### config.mk
export PLATFORM = sky130hd
export DESIGN_NAME = decode_queue_flat
export DESIGN_NICKNAME = d
export VERILOG_FILES = /design/src/rtl/decode_pkg.sv /design/src/rtl/decode_queue_if.sv /design/src/rtl/inst_decode_comb.sv /design/src/rtl/decode_queue.sv /design/src/flat_wrapper.sv
export SDC_FILE = /design/constraint.sdc
export NUM_CORES = 1
export LEC_CHECK = 0
export BUFFER_PORTS_ARGS = -buffer_cell sky130_fd_sc_hd__buf_4
export CAP_MARGIN = 20
export CORE_ASPECT_RATIO = 1.5
export CORE_MARGIN = 2
export CORE_UTILIZATION = 45
export CTS_CLUSTER_DIAMETER = 200
export CTS_CLUSTER_SIZE = 8
export DETAILED_ROUTE_END_ITERATION = 7
export GPL_ROUTABILITY_DRIVEN = 0
export PLACE_DENSITY = 0.61
export SYNTH_ARGS = -nofsm -noshare
export SYNTH_HDL_FRONTEND = slang
export SYNTH_SLANG_ARGS = --single-unit
export TNS_END_PERCENT = 1
### constraint.sdc
create_clock -name clk -period 7.1 [get_ports clk]
set_input_delay 1.42 -clock clk [delete_from_list [all_inputs] [get_ports clk]]
set_output_delay 1.42 -clock clk [all_outputs]
set_load 0.02 [all_outputs]
### src/rtl/decode_pkg.sv
// Shared RV32I decode definitions: opcodes, immediate formats,
// op_class codes and the decoded-instruction bundle.
package decode_pkg;

    localparam logic [4:0] OPC_LOAD   = 5'b00000;
    localparam logic [4:0] OPC_MISC   = 5'b00011;
    localparam logic [4:0] OPC_OPIMM  = 5'b00100;
    localparam logic [4:0] OPC_AUIPC  = 5'b00101;
    localparam logic [4:0] OPC_STORE  = 5'b01000;
    localparam logic [4:0] OPC_OP     = 5'b01100;
    localparam logic [4:0] OPC_LUI    = 5'b01101;
    localparam logic [4:0] OPC_BRANCH = 5'b11000;
    localparam logic [4:0] OPC_JALR   = 5'b11001;
    localparam logic [4:0] OPC_JAL    = 5'b11011;
    localparam logic [4:0] OPC_SYSTEM = 5'b11100;

    localparam logic [31:0] NOP_INST = 32'h0000_0013;

    typedef enum logic [2:0] {
        IMM_NONE,
        IMM_I,
        IMM_S,
        IMM_B,
        IMM_U,
        IMM_J
    } imm_fmt_e;

    typedef enum logic [3:0] {
        CLS_INVALID = 4'd0,
        CLS_LUI     = 4'd1,
        CLS_AUIPC   = 4'd2,
        CLS_JAL     = 4'd3,
        CLS_JALR    = 4'd4,
        CLS_BRANCH  = 4'd5,
        CLS_LOAD    = 4'd6,
        CLS_STORE   = 4'd7,
        CLS_OPIMM   = 4'd8,
        CLS_OP      = 4'd9,
        CLS_FENCE   = 4'd10,
        CLS_SYSTEM  = 4'd11
    } op_class_e;

    typedef struct packed {
        logic rd_we;
        logic rs1_en;
        logic rs2_en;
        logic imm_en;
        logic imm_b_sel;
        logic pc_a_sel;
        logic alu_en;
        logic mem_en;
        logic mem_write;
        logic is_jal;
        logic is_jalr;
        logic is_branch;
        logic is_fence;
        logic is_system;
    } ctl_t;

    typedef struct packed {
        logic [4:0] rd;
        logic [4:0] rs1;
        logic [4:0] rs2;
        logic [2:0] funct3;
        logic       alu_flag;
        op_class_e  op_class;
        ctl_t       ctl;
        logic       invalid;
    } dec_t;

    // 32-bit immediate; the caller sign-extends to XLEN.
    function automatic logic [31:0] imm_gen(
        input logic [31:7] i,
        input imm_fmt_e    f
    );
        logic [31:0] r;
        r = '0;
        case (f)
            IMM_I: r = {{20{i[31]}}, i[31:20]};
            IMM_S: r = {{20{i[31]}}, i[31:25], i[11:7]};
            IMM_B: r = {{19{i[31]}}, i[31], i[7],
                        i[30:25], i[11:8], 1'b0};
            IMM_U: r = {i[31:12], 12'b0};
            IMM_J: r = {{11{i[31]}}, i[31], i[19:12],
                        i[20], i[30:21], 1'b0};
            default: r = '0;
        endcase
        return r;
    endfunction

endpackage

### src/rtl/decode_queue_if.sv
// Fetch-side and execute-side handshake bundle of decode_queue.
// slave = queue view, master = fetch/execute view.
interface decode_queue_if #(
    parameter int XLEN = 32
);
    logic            in_valid;
    logic            in_ready;
    logic [31:0]     in_inst;
    logic [XLEN-1:0] in_pc;
    logic            flush;

    logic            out_valid;
    logic            out_ready;
    logic [XLEN-1:0] out_pc;
    logic [4:0]      rd;
    logic [4:0]      rs1;
    logic [4:0]      rs2;
    logic [2:0]      funct3;
    logic            alu_flag;
    logic [XLEN-1:0] imm;
    logic [3:0]      op_class;

    logic rd_we, rs1_en, rs2_en, imm_en, imm_b_sel;
    logic pc_a_sel, alu_en, mem_en, mem_write;
    logic is_jal, is_jalr, is_branch, is_fence;
    logic is_system, is_invalid;

    logic [7:0] inv_cnt;

    modport slave (
        input  in_valid, in_inst, in_pc, flush, out_ready,
        output in_ready, out_valid, out_pc,
        output rd, rs1, rs2, funct3, alu_flag, imm, op_class,
        output rd_we, rs1_en, rs2_en, imm_en, imm_b_sel,
        output pc_a_sel, alu_en, mem_en, mem_write,
        output is_jal, is_jalr, is_branch, is_fence,
        output is_system, is_invalid, inv_cnt
    );

    modport master (
        output in_valid, in_inst, in_pc, flush, out_ready,
        input  in_ready, out_valid, out_pc,
        input  rd, rs1, rs2, funct3, alu_flag, imm, op_class,
        input  rd_we, rs1_en, rs2_en, imm_en, imm_b_sel,
        input  pc_a_sel, alu_en, mem_en, mem_write,
        input  is_jal, is_jalr, is_branch, is_fence,
        input  is_system, is_invalid, inv_cnt
    );

endinterface

### src/rtl/inst_decode_comb.sv
// Purely combinational RV32I/RV32E instruction decoder.
module inst_decode_comb
    import decode_pkg::*;
#(
    parameter int XLEN  = 32,
    parameter int NREGS = 32
) (
    input  logic [31:0]     inst,
    output dec_t            dec,
    output logic [XLEN-1:0] imm
);

    localparam bit RV32E = (NREGS == 16);

    logic [4:0] opc;
    imm_fmt_e   fmt;
    ctl_t       ctl;
    op_class_e  cls;
    logic       known;
    logic       use_rd, use_rs1, use_rs2;
    logic       bad_reg, bad;

    assign opc = inst[6:2];

    always_comb begin
        ctl     = '0;
        cls     = CLS_INVALID;
        fmt     = IMM_NONE;
        known   = 1'b1;
        use_rd  = 1'b0;
        use_rs1 = 1'b0;
        use_rs2 = 1'b0;
        unique case (1'b1)
            opc == OPC_LUI: begin
                cls = CLS_LUI;
                fmt = IMM_U;
                use_rd = 1'b1;
                ctl.alu_en = 1'b1;
                ctl.rd_we = 1'b1;
                ctl.imm_en = 1'b1;
                ctl.imm_b_sel = 1'b1;
            end
            opc == OPC_AUIPC: begin
                cls = CLS_AUIPC;
                fmt = IMM_U;
                use_rd = 1'b1;
                ctl.alu_en = 1'b1;
                ctl.rd_we = 1'b1;
                ctl.imm_en = 1'b1;
                ctl.imm_b_sel = 1'b1;
                ctl.pc_a_sel = 1'b1;
            end
            opc == OPC_JAL: begin
                cls = CLS_JAL;
                fmt = IMM_J;
                use_rd = 1'b1;
                ctl.is_jal = 1'b1;
                ctl.alu_en = 1'b1;
                ctl.rd_we = 1'b1;
                ctl.imm_en = 1'b1;
                ctl.pc_a_sel = 1'b1;
            end
            opc == OPC_JALR: begin
                cls = CLS_JALR;
                fmt = IMM_I;
                use_rd = 1'b1;
                use_rs1 = 1'b1;
                ctl.is_jalr = 1'b1;
                ctl.alu_en = 1'b1;
                ctl.rd_we = 1'b1;
                ctl.imm_en = 1'b1;
                ctl.rs1_en = 1'b1;
            end
            opc == OPC_BRANCH: begin
                cls = CLS_BRANCH;
                fmt = IMM_B;
                use_rs1 = 1'b1;
                use_rs2 = 1'b1;
                ctl.is_branch = 1'b1;
                ctl.alu_en = 1'b1;
                ctl.rs1_en = 1'b1;
                ctl.rs2_en = 1'b1;
                ctl.imm_en = 1'b1;
            end
            opc == OPC_LOAD: begin
                cls = CLS_LOAD;
                fmt = IMM_I;
                use_rd = 1'b1;
                use_rs1 = 1'b1;
                ctl.mem_en = 1'b1;
                ctl.rs1_en = 1'b1;
                ctl.imm_en = 1'b1;
                ctl.rd_we = 1'b1;
            end
            opc == OPC_STORE: begin
                cls = CLS_STORE;
                fmt = IMM_S;
                use_rs1 = 1'b1;
                use_rs2 = 1'b1;
                ctl.mem_en = 1'b1;
                ctl.mem_write = 1'b1;
                ctl.rs1_en = 1'b1;
                ctl.rs2_en = 1'b1;
                ctl.imm_en = 1'b1;
            end
            opc == OPC_OPIMM: begin
                cls = CLS_OPIMM;
                fmt = IMM_I;
                use_rd = 1'b1;
                use_rs1 = 1'b1;
                ctl.alu_en = 1'b1;
                ctl.rd_we = 1'b1;
                ctl.rs1_en = 1'b1;
                ctl.imm_en = 1'b1;
                ctl.imm_b_sel = 1'b1;
            end
            opc == OPC_OP: begin
                cls = CLS_OP;
                use_rd = 1'b1;
                use_rs1 = 1'b1;
                use_rs2 = 1'b1;
                ctl.alu_en = 1'b1;
                ctl.rd_we = 1'b1;
                ctl.rs1_en = 1'b1;
                ctl.rs2_en = 1'b1;
            end
            opc == OPC_MISC: begin
                cls = CLS_FENCE;
                ctl.is_fence = 1'b1;
            end
            opc == OPC_SYSTEM: begin
                cls = CLS_SYSTEM;
                ctl.is_system = 1'b1;
            end
            default: known = 1'b0;
        endcase
    end

    // RV32E: only fields the format actually reads may fault
    assign bad_reg = RV32E &&
                     ((use_rd  && inst[11]) ||
                      (use_rs1 && inst[19]) ||
                      (use_rs2 && inst[24]));

    assign bad = !known || (inst[1:0] != 2'b11) || bad_reg;

    always_comb begin
        dec          = '0;
        dec.rd       = inst[11:7];
        dec.rs1      = inst[19:15];
        dec.rs2      = inst[24:20];
        dec.funct3   = inst[14:12];
        dec.alu_flag = inst[30];
        dec.op_class = bad ? CLS_INVALID : cls;
        dec.ctl      = bad ? '0 : ctl;
        dec.invalid  = bad;
    end

    assign imm = XLEN'($signed(imm_gen(inst[31:7], fmt)));

endmodule

### src/rtl/decode_queue.sv
// Instruction FIFO feeding a registered decode output with
// valid/ready flow control, flush, NOP elision and invalid count.
module decode_queue
    import decode_pkg::*;
#(
    parameter int XLEN     = 32,
    parameter int DEPTH    = 4,
    parameter int NREGS    = 32,
    parameter int DROP_NOP = 1
) (
    input logic           clk,
    input logic           reset,
    decode_queue_if.slave bus
);

    localparam int AW = $clog2(DEPTH);

    logic [31:0]     inst_q [DEPTH];
    logic [XLEN-1:0] pc_q   [DEPTH];
    logic [AW-1:0]   wptr, rptr;
    logic [AW:0]     count;

    logic            push, pop, load, drop, nonempty;
    logic [31:0]     head;
    dec_t            hd;
    logic [XLEN-1:0] hd_imm;

    dec_t            out_r;
    logic [XLEN-1:0] imm_r, pc_r;
    logic            vld;
    logic [7:0]      inv_cnt;

    assign head     = inst_q[rptr];
    assign nonempty = (count != '0);

    assign bus.in_ready = !reset && !bus.flush &&
                          (count < (AW+1)'(DEPTH));

    assign push = bus.in_valid && bus.in_ready;
    assign drop = (DROP_NOP != 0) && nonempty &&
                  (head == NOP_INST);
    assign load = !drop && nonempty && (!vld || bus.out_ready);
    assign pop  = drop || load;

    inst_decode_comb #(
        .XLEN  (XLEN),
        .NREGS (NREGS)
    ) u_dec (
        .inst (head),
        .dec  (hd),
        .imm  (hd_imm)
    );

    always_ff @(posedge clk) begin
        if (push) begin
            inst_q[wptr] <= bus.in_inst;
            pc_q[wptr]   <= bus.in_pc;
        end
    end

    always_ff @(posedge clk or posedge reset) begin
        if (reset) begin
            wptr  <= '0;
            rptr  <= '0;
            count <= '0;
        end else if (bus.flush) begin
            wptr  <= '0;
            rptr  <= '0;
            count <= '0;
        end else begin
            if (push) wptr <= wptr + 1'b1;
            if (pop)  rptr <= rptr + 1'b1;
            count <= count + (AW+1)'(push) - (AW+1)'(pop);
        end
    end

    // Fields only change on load, so a stalled output holds
    always_ff @(posedge clk or posedge reset) begin
        if (reset) begin
            vld     <= 1'b0;
            out_r   <= '0;
            imm_r   <= '0;
            pc_r    <= '0;
            inv_cnt <= '0;
        end else if (bus.flush) begin
            vld <= 1'b0;
        end else if (load) begin
            vld   <= 1'b1;
            out_r <= hd;
            imm_r <= hd_imm;
            pc_r  <= pc_q[rptr];
            if (hd.invalid && inv_cnt != 8'hFF)
                inv_cnt <= inv_cnt + 8'd1;
        end else if (bus.out_ready) begin
            vld <= 1'b0;
        end
    end

    assign bus.out_valid  = vld;
    assign bus.out_pc     = pc_r;
    assign bus.rd         = out_r.rd;
    assign bus.rs1        = out_r.rs1;
    assign bus.rs2        = out_r.rs2;
    assign bus.funct3     = out_r.funct3;
    assign bus.alu_flag   = out_r.alu_flag;
    assign bus.imm        = imm_r;
    assign bus.op_class   = out_r.op_class;
    assign bus.rd_we      = out_r.ctl.rd_we;
    assign bus.rs1_en     = out_r.ctl.rs1_en;
    assign bus.rs2_en     = out_r.ctl.rs2_en;
    assign bus.imm_en     = out_r.ctl.imm_en;
    assign bus.imm_b_sel  = out_r.ctl.imm_b_sel;
    assign bus.pc_a_sel   = out_r.ctl.pc_a_sel;
    assign bus.alu_en     = out_r.ctl.alu_en;
    assign bus.mem_en     = out_r.ctl.mem_en;
    assign bus.mem_write  = out_r.ctl.mem_write;
    assign bus.is_jal     = out_r.ctl.is_jal;
    assign bus.is_jalr    = out_r.ctl.is_jalr;
    assign bus.is_branch  = out_r.ctl.is_branch;
    assign bus.is_fence   = out_r.ctl.is_fence;
    assign bus.is_system  = out_r.ctl.is_system;
    assign bus.is_invalid = out_r.invalid;
    assign bus.inv_cnt    = inv_cnt;

endmodule
### src/flat_wrapper.sv
// flat-port wrapper written by rule: the top's interface ports become plain ports
module decode_queue_flat import decode_pkg::*;
#(
    parameter int XLEN     = 32,
    parameter int DEPTH    = 4,
    parameter int NREGS    = 32,
    parameter int DROP_NOP = 1
)
  (clk, reset, bus_in_valid, bus_in_inst, bus_in_pc, bus_flush, bus_out_ready, bus_in_ready, bus_out_valid, bus_out_pc, bus_rd, bus_rs1, bus_rs2, bus_funct3, bus_alu_flag, bus_imm, bus_op_class, bus_rd_we, bus_rs1_en, bus_rs2_en, bus_imm_en, bus_imm_b_sel, bus_pc_a_sel, bus_alu_en, bus_mem_en, bus_mem_write, bus_is_jal, bus_is_jalr, bus_is_branch, bus_is_fence, bus_is_system, bus_is_invalid, bus_inv_cnt);
  decode_queue_if #(.XLEN(XLEN)) bus_i ();
  input logic clk;
  input logic reset;
  input wire logic [$bits(bus_i.in_valid)-1:0] bus_in_valid;
  input wire logic [$bits(bus_i.in_inst)-1:0] bus_in_inst;
  input wire logic [$bits(bus_i.in_pc)-1:0] bus_in_pc;
  input wire logic [$bits(bus_i.flush)-1:0] bus_flush;
  input wire logic [$bits(bus_i.out_ready)-1:0] bus_out_ready;
  output wire logic [$bits(bus_i.in_ready)-1:0] bus_in_ready;
  output wire logic [$bits(bus_i.out_valid)-1:0] bus_out_valid;
  output wire logic [$bits(bus_i.out_pc)-1:0] bus_out_pc;
  output wire logic [$bits(bus_i.rd)-1:0] bus_rd;
  output wire logic [$bits(bus_i.rs1)-1:0] bus_rs1;
  output wire logic [$bits(bus_i.rs2)-1:0] bus_rs2;
  output wire logic [$bits(bus_i.funct3)-1:0] bus_funct3;
  output wire logic [$bits(bus_i.alu_flag)-1:0] bus_alu_flag;
  output wire logic [$bits(bus_i.imm)-1:0] bus_imm;
  output wire logic [$bits(bus_i.op_class)-1:0] bus_op_class;
  output wire logic [$bits(bus_i.rd_we)-1:0] bus_rd_we;
  output wire logic [$bits(bus_i.rs1_en)-1:0] bus_rs1_en;
  output wire logic [$bits(bus_i.rs2_en)-1:0] bus_rs2_en;
  output wire logic [$bits(bus_i.imm_en)-1:0] bus_imm_en;
  output wire logic [$bits(bus_i.imm_b_sel)-1:0] bus_imm_b_sel;
  output wire logic [$bits(bus_i.pc_a_sel)-1:0] bus_pc_a_sel;
  output wire logic [$bits(bus_i.alu_en)-1:0] bus_alu_en;
  output wire logic [$bits(bus_i.mem_en)-1:0] bus_mem_en;
  output wire logic [$bits(bus_i.mem_write)-1:0] bus_mem_write;
  output wire logic [$bits(bus_i.is_jal)-1:0] bus_is_jal;
  output wire logic [$bits(bus_i.is_jalr)-1:0] bus_is_jalr;
  output wire logic [$bits(bus_i.is_branch)-1:0] bus_is_branch;
  output wire logic [$bits(bus_i.is_fence)-1:0] bus_is_fence;
  output wire logic [$bits(bus_i.is_system)-1:0] bus_is_system;
  output wire logic [$bits(bus_i.is_invalid)-1:0] bus_is_invalid;
  output wire logic [$bits(bus_i.inv_cnt)-1:0] bus_inv_cnt;
  assign bus_i.in_valid = bus_in_valid;
  assign bus_i.in_inst = bus_in_inst;
  assign bus_i.in_pc = bus_in_pc;
  assign bus_i.flush = bus_flush;
  assign bus_i.out_ready = bus_out_ready;
  assign bus_in_ready = bus_i.in_ready;
  assign bus_out_valid = bus_i.out_valid;
  assign bus_out_pc = bus_i.out_pc;
  assign bus_rd = bus_i.rd;
  assign bus_rs1 = bus_i.rs1;
  assign bus_rs2 = bus_i.rs2;
  assign bus_funct3 = bus_i.funct3;
  assign bus_alu_flag = bus_i.alu_flag;
  assign bus_imm = bus_i.imm;
  assign bus_op_class = bus_i.op_class;
  assign bus_rd_we = bus_i.rd_we;
  assign bus_rs1_en = bus_i.rs1_en;
  assign bus_rs2_en = bus_i.rs2_en;
  assign bus_imm_en = bus_i.imm_en;
  assign bus_imm_b_sel = bus_i.imm_b_sel;
  assign bus_pc_a_sel = bus_i.pc_a_sel;
  assign bus_alu_en = bus_i.alu_en;
  assign bus_mem_en = bus_i.mem_en;
  assign bus_mem_write = bus_i.mem_write;
  assign bus_is_jal = bus_i.is_jal;
  assign bus_is_jalr = bus_i.is_jalr;
  assign bus_is_branch = bus_i.is_branch;
  assign bus_is_fence = bus_i.is_fence;
  assign bus_is_system = bus_i.is_system;
  assign bus_is_invalid = bus_i.is_invalid;
  assign bus_inv_cnt = bus_i.inv_cnt;
  decode_queue #(.XLEN(XLEN), .DEPTH(DEPTH), .NREGS(NREGS), .DROP_NOP(DROP_NOP)) u_core (.clk(clk), .reset(reset), .bus(bus_i));
endmodule
After elaboration in Yosys (flattened, before gate mapping):

Memories as Yosys holds them, arrays and structs flattened. A register that Yosys moved wholly into a read port is not among the register bits.
Index checks and enable logic that the tools add are counted.

* add/sub/neg operators: 5
* magnitude comparators: 1
* equal/unequal tests: 18
* muxes and demuxes: 30
* bitwise operators: 1
* reductions and logical operators: 33

Operators with widths (number)
* case mux 32 bit (5 select lines): 1
* case mux 4 bit (11 select lines): 1
* == test 32 x 5 -> 1 bit (second input constant): 1
* == test 5 bit (second input constant): 4
* 2-to-1 mux 1 bit: 20
* == test 5 x 4 -> 1 bit (second input constant): 3
* case mux 3 bit (5 select lines): 1
* 2-to-1 mux 14 bit: 1
* OR reduction 7 bit: 2
* OR reduction 11 bit: 1
* == test 5 x 3 -> 1 bit (second input constant): 2
* OR reduction 3 bit: 3
* adder 8 x 1 -> 8 bit (second input constant): 1
* 2-to-1 mux 2 bit: 4
* != test 8 bit (second input constant): 1
* OR reduction 8 bit: 1
* logical AND 1 bit: 7
* == test 3 x 2 -> 1 bit (second input constant): 2
* == test 3 bit (second input constant): 2
* nonzero test 3 bit: 2
* OR reduction 2 bit: 3
* OR reduction 6 bit: 1
* == test 5 x 2 -> 1 bit (second input constant): 1
* logical NOT 1 bit: 5
* 14 further kinds: 18

* bits in registers: 86
* memory bits (writable): 256
* input bits: 69
* output and inout port bits: 112
* word-level logic and storage cells: 117
* memories: 2

Memory list
* u_core.inst_q: depth 4, width 32, read ports 1, clocked after memory_dff 0, write ports 1, line decode_queue.sv:18 `logic [31:0] inst_q [DEPTH];`
* u_core.pc_q: depth 4, width 32, read ports 1, clocked after memory_dff 1, write ports 1, line decode_queue.sv:19 `logic [XLEN-1:0] pc_q [DEPTH];`

Depth between registers and ports, before layout:

Gate-level depths: netlist of the first run.
An unclocked memory read counts as a cell.

* depth in word-level cells: 9
* gate-level depth with buffers: 15
* mapped depth without buffers: 13

By module:

From an unflattened synthesis of the first run, not the netlist that was laid out.

* cell total of the unflattened synthesis: 805
* area, all modules: 14945.6 um^2

By module, submodules not included
* decode_queue: instances 1, cells an instance 654, area each 14000.9 um^2, seq. area each 10640.2 um^2
* inst_decode_comb: instances 1, cells an instance 151, area each 944.7 um^2, seq. area each 0.0 um^2

Worst setup path after synthesis of the first run:

No wires, ideal clock.

* path type: input port to flip-flop
* start: input bus_flush
* end: memory u_core.inst_q[1][0] (enable)
* setup time: 429 ps
* arrival time: 3768 ps
* required time: 6671 ps
* slack: 2902 ps
* cell stages on the path: 2
* buffers on the path: 0
* cells stage by stage: nor3_1 > and3_1

* longest elaborated chain between the ends: 6

RTL lines
* start: declaration: line flat_wrapper.sv:16 `input wire logic [$bits(bus_i.flush)-1:0] bus_flush;`
* logical NOT 1 bit: line decode_queue.sv:36 `assign bus.in_ready = !reset && !bus.flush &&`
* logical AND 1 bit (2 in a row): line decode_queue.sv:36
* logical AND 1 bit: line decode_queue.sv:39 `assign push = bus.in_valid && bus.in_ready;`
* 2-to-1 mux 1 bit: line decode_queue.sv:55 `if (push) begin`
* 2-to-1 mux 1 bit (not written as such): line decode_queue.sv:56 `inst_q[wptr] <= bus.in_inst;`
* end: declaration: line decode_queue.sv:18

Every way passes these cells.

Final worst setup path of the first run:

* start: register u_core.rptr[0]
* end: register u_core.count[2]

* longest elaborated chain between the ends: 9

RTL lines
* start: declaration: line decode_queue.sv:20 `logic [AW-1:0] wptr, rptr;`
* start signal: assignment: line decode_queue.sv:72 `if (pop) rptr <= rptr + 1'b1;`
* memory (4 x 32 bit) *
* == test 32 x 5 -> 1 bit *: line decode_queue.sv:41 `(head == NOP_INST);`
* logical AND 1 bit *: line decode_queue.sv:40 `assign drop = (DROP_NOP != 0) && nonempty &&`
* logical NOT 1 bit: line decode_queue.sv:42 `assign load = !drop && nonempty && (!vld || bus.out_ready);`
* logical AND 1 bit (2 in a row): line decode_queue.sv:42
* logical OR 1 bit *: line decode_queue.sv:43 `assign pop = drop || load;`
* subtractor 3 x 1 -> 3 bit *: line decode_queue.sv:73 `count <= count + (AW+1)'(push) - (AW+1)'(pop);`
* 2-to-1 mux 3 bit *: line decode_queue.sv:66 `end else if (bus.flush) begin`
* end signal: assignment: line decode_queue.sv:73
* end: declaration: line decode_queue.sv:21 `logic [AW:0] count;`

Every way passes the cells marked *; elsewhere a longest branch is shown, timed or not.
A chain may end at the register's enable or synchronous reset.

==> flow_summary.ini, run 1 <==
[run_status]
outcome = complete, no violations

[finish]
layout_commonest_cell = edfxtp_1
antenna_cells = 0
final_cell_mix = edfxtp_1 (256), buf_4 (190), dfrtp_1 (116)
drive_gt1_share_pct = 41.1
nets = 1087
area_growth_pct = 21.5

[detailed_routing]
num_vias = 7701
first_pass_iters = 6
m1WireLength_mm = 12.6
wl_per_cell_um = 21.2
ant_nets = 0
highest_layer = met5
wl_met3_mm = 1.60
vias_per_cell = 5.25
first_iter_violations = 276
wl_met2_mm = 16.1
wirelength_mm = 31.1
drc = 0

[clocking]
clkTransAtPathRegs_ps = 50
clockRootBuffer = clkbuf_16
cts_resized = 0
cts_tree = built
cts_made_buffers = 52
numClockSinks = 374
postCtsSetupRepairBufs = 0
clk_latency_ps = 560
cts_hold_buf = 0
clock_path_buffers = 3
htreeDepth = 2

[placed_design]
port_buffers = 180
post-place-ws_ps = 2540
dp_hpwl_mm = 18.9

[timing]
skew_ps = 15.7
fin_ws_ps = 2670
rsz0062_at_grt = no
period_needed_ps = 4430
maxSlewViolCount = 0
fmax_mhz = 226
fin_tns_setup_ps = 0
min_period_over_period_pct = 62.4
whs_ps = 506
tightestPinTransition_ps = 1060
max-slew-margin-rel_pct = 29.1
finalSetupViolCount = 0
hold_viol_final = 0

[power_and_ir_drop]
power_density_mw_per_mm2 = 412
ir_drop_v = 0.000222
p_leak_nw = 7.03

[global_route]
grt_usage_pct = 17.9
gr-total-overflow = 0
grt_pass1_wl_mm = 48.0
grt_pass1_vias = 8181
antenna_found_initial = 1
grt_max_degree = 66

[yosys]
syn_area_per_cell_um2 = 18.6
yosysUniqueCellTypes = 54
yosys.area.top_type = edfxtp_1
syn_area_mm2 = 0.0151
synth_nets = 886
ys_ff_latch = 374
synth_area_leaders = edfxtp_1 (51%), dfrtp_1 (20%), mux4_2 (9.4%), mux2_4 (7.9%), mux2_2 (2.0%)
ys_seq_area_share_pct = 70.6
synth_top_area_share_pct = 51.0
synth_edf_count = 256
netlist_instances = 809
synth_ff_type = edfxtp_1
async_flop_share_pct = 31.6
yosysWarnings = 0

[floorplan]
die_h_um = 228
rows = 82
die_area_mm2 = 0.0350
core_area_mm2 = 0.0332
start_util_pct = 45.4
io_pins = 181
chipWidth_um = 153

[setup_path]
arrival_ps = 4860
crit_fanout = 42
worst_ep_required_time_ps = 7530
start_kind = flop
crit_type = flop to flop
worstSetupEndpointType = flop

[hold_path]
hp-class = flop to flop

[job]
maxCapViolCount = 0
-- stage by stage --
stage / cells / util (%) / power [mW] / area [um^2]
final: 1467 / 55.1 / 7.56 / 18300
after global routing: 1467 / 55.1 / 7.93 / 18300
after CTS: 1467 / 55.1 / 7.67 / 18300
after detailed placement: 1376 / 50.6 / 5.35 / 16800
after global placement: 1376 / 50.6 / 5.33 / 16800
after floorplan: 809 / - / 4.58 / 15100
-- critical path, cell delays in order, from the launching register on --
cell	delay [ps]
dfrtp_4	990
buf_4	560
mux4_2	520
or4_1	560
nor3_2	410
nor2_1	70
nor2_1	110
ha_1	230
inv_1	60
ha_1	130
inv_1	50
fa_1	390
xnor2_1	170
nor2_1	50
-- cell usage after synthesis, types with 7 or more instances --
cell type	instances
mux2_2	27
nor2b_1	14
edfxtp_1	256
and3_1	7
ha_1	7
xnor2_1	7
dfrtp_1	118
buf_6	12
mux4_2	63
clkbuf_1	19
nor3_1	9
buf_2	7
inv_1	9
nor2_1	25
nor4_1	7
a21oi_1	7
nand2_1	62
nand3_1	9
o21ai_0	11
mux2_4	79
-- where the power goes --
part / switching [mW] / total (mW) / internal, mW
logic: 1.10 / 2.31 / 1.21
registers: 0.332 / 2.97 / 2.64
clock network: 0.866 / 2.27 / 1.41
total: 2.30 / 7.56 / 5.26
-- flip-flops by register name, indices dropped and copies added, names as in the netlist, 2 cells and up --
register	flops
u_core.bus.funct3	3
u_core.bus.imm	32
u_core.bus.inv_cnt	8
u_core.bus.op_class	4
u_core.bus.out_pc	32
u_core.bus.rd	5
u_core.bus.rs1	5
u_core.bus.rs2	5
u_core.count	3
u_core.inst_q	128
u_core.pc_q	128
u_core.rptr	2
u_core.wptr	2
-- area by class of cell --
cell class / instances / area (um^2)
inverter: 9 / 36.3
multi-input combinational: 383 / 4180
timing repair buffer: 190 / 1430
clock buffer: 90 / 1500
clock inverter: 1 / 16.3
tap: 420 / 526
sequential: 374 / 10600
fill: 2719 / 14900
-- cell families (layout without fill, tap and decap cells) --
| family | count (synthesis) | in the layout | share of synthesized area [%] |
|---|---|---|---|
| adder cells (fa/ha/maj) | 8 | 8 | 0.714 |
| AO/OA/AOI/OAI | 34 | 34 | 1.54 |
| flip-flops | 374 | 374 | 70.6 |
| AND/OR/NAND/NOR | 163 | 163 | 5.41 |
| XOR/XNOR | 8 | 8 | 0.465 |
| buffers and inverters | 52 | 290 | 1.95 |
| multiplexers | 170 | 170 | 19.4 |
-- worst paths after layout --
check	cells past startpoint	to	startpoint	slack [ps]
setup reg to reg	13	u_core.count[2]	u_core.rptr[0]	2670
hold reg to reg	1	u_core.bus.pc_a_sel	u_core.bus.pc_a_sel	510
setup / recovery	13	u_core.count[2]	u_core.rptr[0]	2670
min in group asynchronous	2	u_core.bus.out_valid	reset	990
hold / removal	1	u_core.bus.pc_a_sel	u_core.bus.pc_a_sel	510
max in group asynchronous	3	u_core.bus.rs2[1]	reset	4770
-- per-layer routing --
| metal | vias up | track usage, % |
|---|---|---|
| met4 | 2 | 5.88 |
| met2 | 184 | 31.1 |
| met3 | 52 | 4.03 |
| met5 | - | 0 |
| li1 | 3519 | - |
| met1 | 3944 | 22.1 |
Power figures use the tool's default switching activity.
==> run 2: changes to the inputs <==
--- a/config.mk
+++ b/config.mk
@@ -14,7 +14,7 @@
 export CTS_CLUSTER_SIZE = 8
 export DETAILED_ROUTE_END_ITERATION = 7
 export GPL_ROUTABILITY_DRIVEN = 0
-export PLACE_DENSITY = 0.61
+export PLACE_DENSITY = 0.64
 export SYNTH_ARGS = -nofsm -noshare
 export SYNTH_HDL_FRONTEND = slang
 export SYNTH_SLANG_ARGS = --single-unit
==> constraint.sdc (replaced) <==
create_clock -name clk -period 3.8 [get_ports clk]
set_input_delay 0.76 -clock clk [delete_from_list [all_inputs] [get_ports clk]]
set_output_delay 0.76 -clock clk [all_outputs]
set_load 0.02 [all_outputs]
==> run 2 against run 1 <==
Against the previous run: final cell count increased by 2.6%; largest cell class unchanged; count of clock-buffer cells in the layout is 1 lower; clock skew about the same; flip-flop and latch count unchanged; design area grew 2.2%; via count increased by 2.9%; global-route usage rose by 0.71 points; hold slack got worse by 260 ps; setup slack got worse by 2400 ps; sequential power rose by 82%; non-clock buffer count is 38 higher.
==> flow_summary.ini, run 2 (synthesis gave the netlist of run 1 again) <==
[clocking]
postCtsSetupRepairBufs = 0
htreeDepth = 2
numClockSinks = 374
cts_made_buffers = 52
clk_latency_ps = 570
clockRootBuffer = clkbuf_16
clkTransAtPathRegs_ps = 50
cts_hold_buf = 0
clock_path_buffers = 3
cts_resized = 0
cts_tree = built

[global_route]
grt_pass1_wl_mm = 49.7
grt_max_degree = 66
antenna_found_initial = 1
grt_usage_pct = 18.6
gr-total-overflow = 0
grt_pass1_vias = 8509

[detailed_routing]
highest_layer = met5
first_iter_violations = 243
vias_per_cell = 5.26
wirelength_mm = 32.1
wl_met2_mm = 17.1
wl_met3_mm = 1.66
num_vias = 7922
m1WireLength_mm = 12.4
ant_nets = 0
wl_per_cell_um = 21.3
first_pass_iters = 4
drc = 0

[finish]
top_regs = u_core.inst_q x128, u_core.pc_q x128
nets = 1125
register_area_mm2 = 0.0106
area_growth_pct = 24.2
final_cell_mix = edfxtp_1 (256), buf_4 (219), dfrtp_1 (116)
drive_gt1_share_pct = 43.1
n_fill_cell = 2643
multi_input_area_mm2 = 0.00418
design_area_mm2 = 0.0187
fin_util_pct = 56.3
layout_commonest_cell = edfxtp_1
antenna_cells = 0

[floorplan]
rows = 82
io_pins = 181
core_area_mm2 = 0.0332
start_util_pct = 45.4
die_h_um = 228
chipWidth_um = 153
die_area_mm2 = 0.0350

[setup_path]
crit_type = flop to flop
start_kind = flop
r2r-start = u_core.rptr[1]
crit_start = u_core.rptr[1]
crit_fanout = 33
worst_ep_required_time_ps = 4250
arrival_ps = 4030
worstSetupEndpointType = flop

[timing]
rsz0062_at_grt = no
skew_ps = 16.1
finalSetupViolCount = 0
max-slew-margin-rel_pct = 34.4
tightestPinTransition_ps = 981
maxSlewViolCount = 0
fmax_mhz = 280
fin_tns_setup_ps = 0
fin_ws_ps = 223
period_needed_ps = 3580
hold_viol_final = 0
min_period_over_period_pct = 94.1

[placed_design]
post-place-ws_ps = 45.5
place_area_mm2 = 0.0171
dp_hpwl_mm = 20.6
port_buffers = 180

[power_and_ir_drop]
total_power_mw = 14.4
p_leak_nw = 7.25
ir_drop_v = 0.000455
power_density_mw_per_mm2 = 770

[job]
maxCapViolCount = 0

[run_status]
outcome = complete, no violations

[hold_path]
hp-class = primary input to asynchronous set/reset pin
-- run 2: cell types whose count changed in the layout (fill, tap and decap cells not counted), sizes merged --
cell | before | now
inv | 9 | 8
buf | 190 | 228
clkinvlp | 0 | 1
clkinv | 1 | 2
clkbuf | 90 | 89
-- run 2: path summary, 6_finish.rpt --
check / end / cells after the start / slack, ps
worst max-delay path: u_core.count[2] / 13 / 220
worst min-delay path: u_core.bus.out_valid / 2 / 250
min in group clk: u_core.pc_q[2][22] / 1 / 390
worst min register to register: u_core.bus.op_class[0] / 1 / 510
worst max register to register: u_core.count[2] / 13 / 220
max in group asynchronous: u_core.bus.imm[6] / 3 / 2840
-- run 2: power breakdown --
group          internal [mW]  switching, mW
clock                   2.60           1.65
sequential              4.94          0.470
combinational           2.47           2.29
-- run 2: stage by stage --
step	std cells	hold WS, ps
after detailed placement	1407	498
after CTS	1498	237
after global routing	1505	274
after floorplan	809	562
after global placement	1407	497
final	1505	247
-- run 2: layout make-up --
class | instances | share of cell area [%]
inverter | 9 | 0.200
sequential | 374 | 56.8
multi-input combinational | 383 | 22.3
timing repair buffer | 228 | 9.74
clock buffer | 89 | 7.86
tap | 420 | 2.81
clock inverter | 2 | 0.247
-- run 2: critical path, stage by stage, from the launching register on --
cell and delay [ps]:
dfrtp_4 760, mux4_2 450, nor4_1 390, nand4_1 270, nor3_2 300, nor2_1 70, nor2_1 100, ha_1 230
inv_1 60, ha_1 130, inv_1 50, fa_1 400, xnor2_1 170, nor2_1 50
-- run 2: per-layer routing --
| layer | up-vias | global-route usage [%] |
|---|---|---|
| met3 | 54 | 4.41 |
| met5 | - | 0 |
| met2 | 193 | 32.7 |
| met1 | 4069 | 22.1 |
| met4 | 2 | 7.08 |
| li1 | 3604 | - |
==> run 3: changes to the inputs <==
--- a/config.mk
+++ b/config.mk
@@ -5,10 +5,10 @@
 export SDC_FILE = /design/constraint.sdc
 export NUM_CORES = 1
 export LEC_CHECK = 0
-export BUFFER_PORTS_ARGS = -buffer_cell sky130_fd_sc_hd__buf_4
+export BUFFER_PORTS_ARGS = -buffer_cell sky130_fd_sc_hd__buf_2
 export CAP_MARGIN = 20
 export CORE_ASPECT_RATIO = 1.5
-export CORE_MARGIN = 2
+export CORE_MARGIN = 4
 export CORE_UTILIZATION = 45
 export CTS_CLUSTER_DIAMETER = 200
 export CTS_CLUSTER_SIZE = 8
==> run 3 against run 2 <==
Against the previous run: utilization down 1.0 points; hold slack better by 160 ps; clock skew rose by 4.7 ps; clock power is essentially flat; global-route usage shrank 0.40 points; routed wire length is 1.3% higher; register-to-register slack better by 30 ps; design area is 3.0% lower; combinational power is 7.5% lower; sequential share of layout area is 1.8 points higher; sequential power shrank 0.7%; die area up 4.4%; highest routed layer unchanged.
==> flow_summary.ini, run 3 (synthesis gave the netlist of run 1 again) <==
[floorplan]
chipWidth_um = 157
io_pins = 181
die_h_um = 232
rows = 81
start_util_pct = 45.9
die_area_mm2 = 0.0366
core_area_mm2 = 0.0328

[timing]
whs_ps = 402
finalSetupViolCount = 0
skew_ps = 20.9
rsz0062_at_grt = no
fmax_mhz = 282
fin_ws_ps = 251
tightestPinTransition_ps = 844
period_needed_ps = 3550
fin_tns_setup_ps = 0
max-slew-margin-rel_pct = 43.6
hold_viol_final = 0
min_period_over_period_pct = 93.4
maxSlewViolCount = 0

[global_route]
grt_max_degree = 119
grt_pass1_vias = 8396
grt_pass1_wl_mm = 50.3
gr-total-overflow = 0
antenna_found_initial = 6
grt_usage_pct = 18.2

[clocking]
cts_made_buffers = 52
cts_tree = built
htreeDepth = 2
clockRootBuffer = clkbuf_16
cts_hold_buf = 0
clk_latency_ps = 570
clkTransAtPathRegs_ps = 50
clock_path_buffers = 3
numClockSinks = 374

[setup_path]
worstSetupEndpointType = flop
crit_chain = mux4_2, or4_1, nor3_4, nor2_1, nor2_1, ha_1, inv_1, ha_1, inv_1, fa_1, xnor2_1, nor2_1
slowest_stage = dfrtp_4
crit_fanout = 33
slowest_delay_ps = 750
arrival_ps = 4000
worst_ep_required_time_ps = 4250
start_kind = flop
crit_top_cell = nor2_1
crit_type = flop to flop
r2r_slack_ps = 250

[finish]
n_fill_cell = 2606
nets = 1112
drive_gt1_share_pct = 42.7
final_cell_mix = edfxtp_1 (256), buf_2 (180), dfrtp_1 (116)
register_area_mm2 = 0.0106
area_growth_pct = 20.5
layout_commonest_cell = edfxtp_1
top_regs = u_core.inst_q x128, u_core.pc_q x128
multi_input_area_mm2 = 0.00420

[detailed_routing]
first_iter_violations = 389
drc = 0
wirelength_mm = 32.5
first_pass_iters = 4
vias_per_cell = 5.30
wl_per_cell_um = 21.8
ant_nets = 0
num_vias = 7896

[power_and_ir_drop]
swShare_pct = 31.2
combPwrFrac_pct = 31.5
power_density_mw_per_mm2 = 771
power_frac_seq_pct = 38.4
power_switching_mw = 4.37
clockPowerShare_pct = 30.2
ir_drop_v = 0.000434
power.internal_mw = 9.63
p_leak_nw = 7.08

[run_status]
outcome = complete, no violations

[hold_path]
hp-class = primary input to asynchronous set/reset pin

[placed_design]
post-place-ws_ps = 108
dp_hpwl_mm = 21.3
port_buffers = 180

[job]
maxCapViolCount = 0
-- run 3: through the flow --
| step | utilization, % | total power, mW | cells | cell area [um^2] |
|---|---|---|---|---|
| finish | 55.3 | 14.0 | 1489 | 18200 |
| global placement | 50.6 | 9.84 | 1393 | 16600 |
| global route | 55.3 | 14.7 | 1488 | 18200 |
| CTS | 55.2 | 14.2 | 1485 | 18100 |
| detailed placement | 50.6 | 9.88 | 1393 | 16600 |
| floorplan | - | 8.56 | 809 | 15100 |
-- run 3: timing repair --
action,in CTS,in global routing
resized for setup,0,4
setup endpoints to repair,0,2
buffers inserted,0,3
-- run 3: final timing paths --
kind | startpoint | to | depth (start not counted)
min in group clk | bus_in_inst[16] | u_core.inst_q[3][16] | 1
max in group asynchronous | reset | u_core.rptr[0] | 3
worst max register to register | u_core.rptr[1] | u_core.count[2] | 12
worst max-delay path | u_core.rptr[1] | u_core.count[2] | 12
worst min register to register | u_core.bus.pc_a_sel | u_core.bus.pc_a_sel | 1
worst min-delay path | reset | u_core.bus.out_valid | 3
-- run 3: routing by layer --
layer | routed length (um) | global-route usage, %
met5 | 68 | 0
met4 | 941 | 6.11
met3 | 1750 | 4.49
met2 | 17200 | 31.7
met1 | 12500 | 22.1
-- run 3: critical path: cells and delay by family (launching register included) --
| family | cells | cell delay, ps |
|---|---|---|
| buffers and inverters | 2 | 100 |
| XOR/XNOR | 1 | 160 |
| adder cells (fa/ha/maj) | 3 | 770 |
| flip-flops | 1 | 750 |
| multiplexers | 1 | 610 |
| AND/OR/NAND/NOR | 5 | 1040 |
-- run 3: power groups by stage --
stage	logic, mW	clock network (mW)	registers (mW)
finish	4.41	4.22	5.37
global placement	4.38	0	5.46
global route	4.77	4.55	5.43
CTS	4.44	4.36	5.39
detailed placement	4.43	0	5.45
floorplan	2.69	0	5.87
-- run 3: cell type report --
class | instances | area share [%]
clock buffers | 89 | 7.98
multi-input cells | 383 | 23.1
well taps | 415 | 2.86
flip-flops and latches | 374 | 58.6
inverters | 9 | 0.207
diodes | 1 | 0.0138
repair buffers | 215 | 6.96
clock inverters | 3 | 0.248
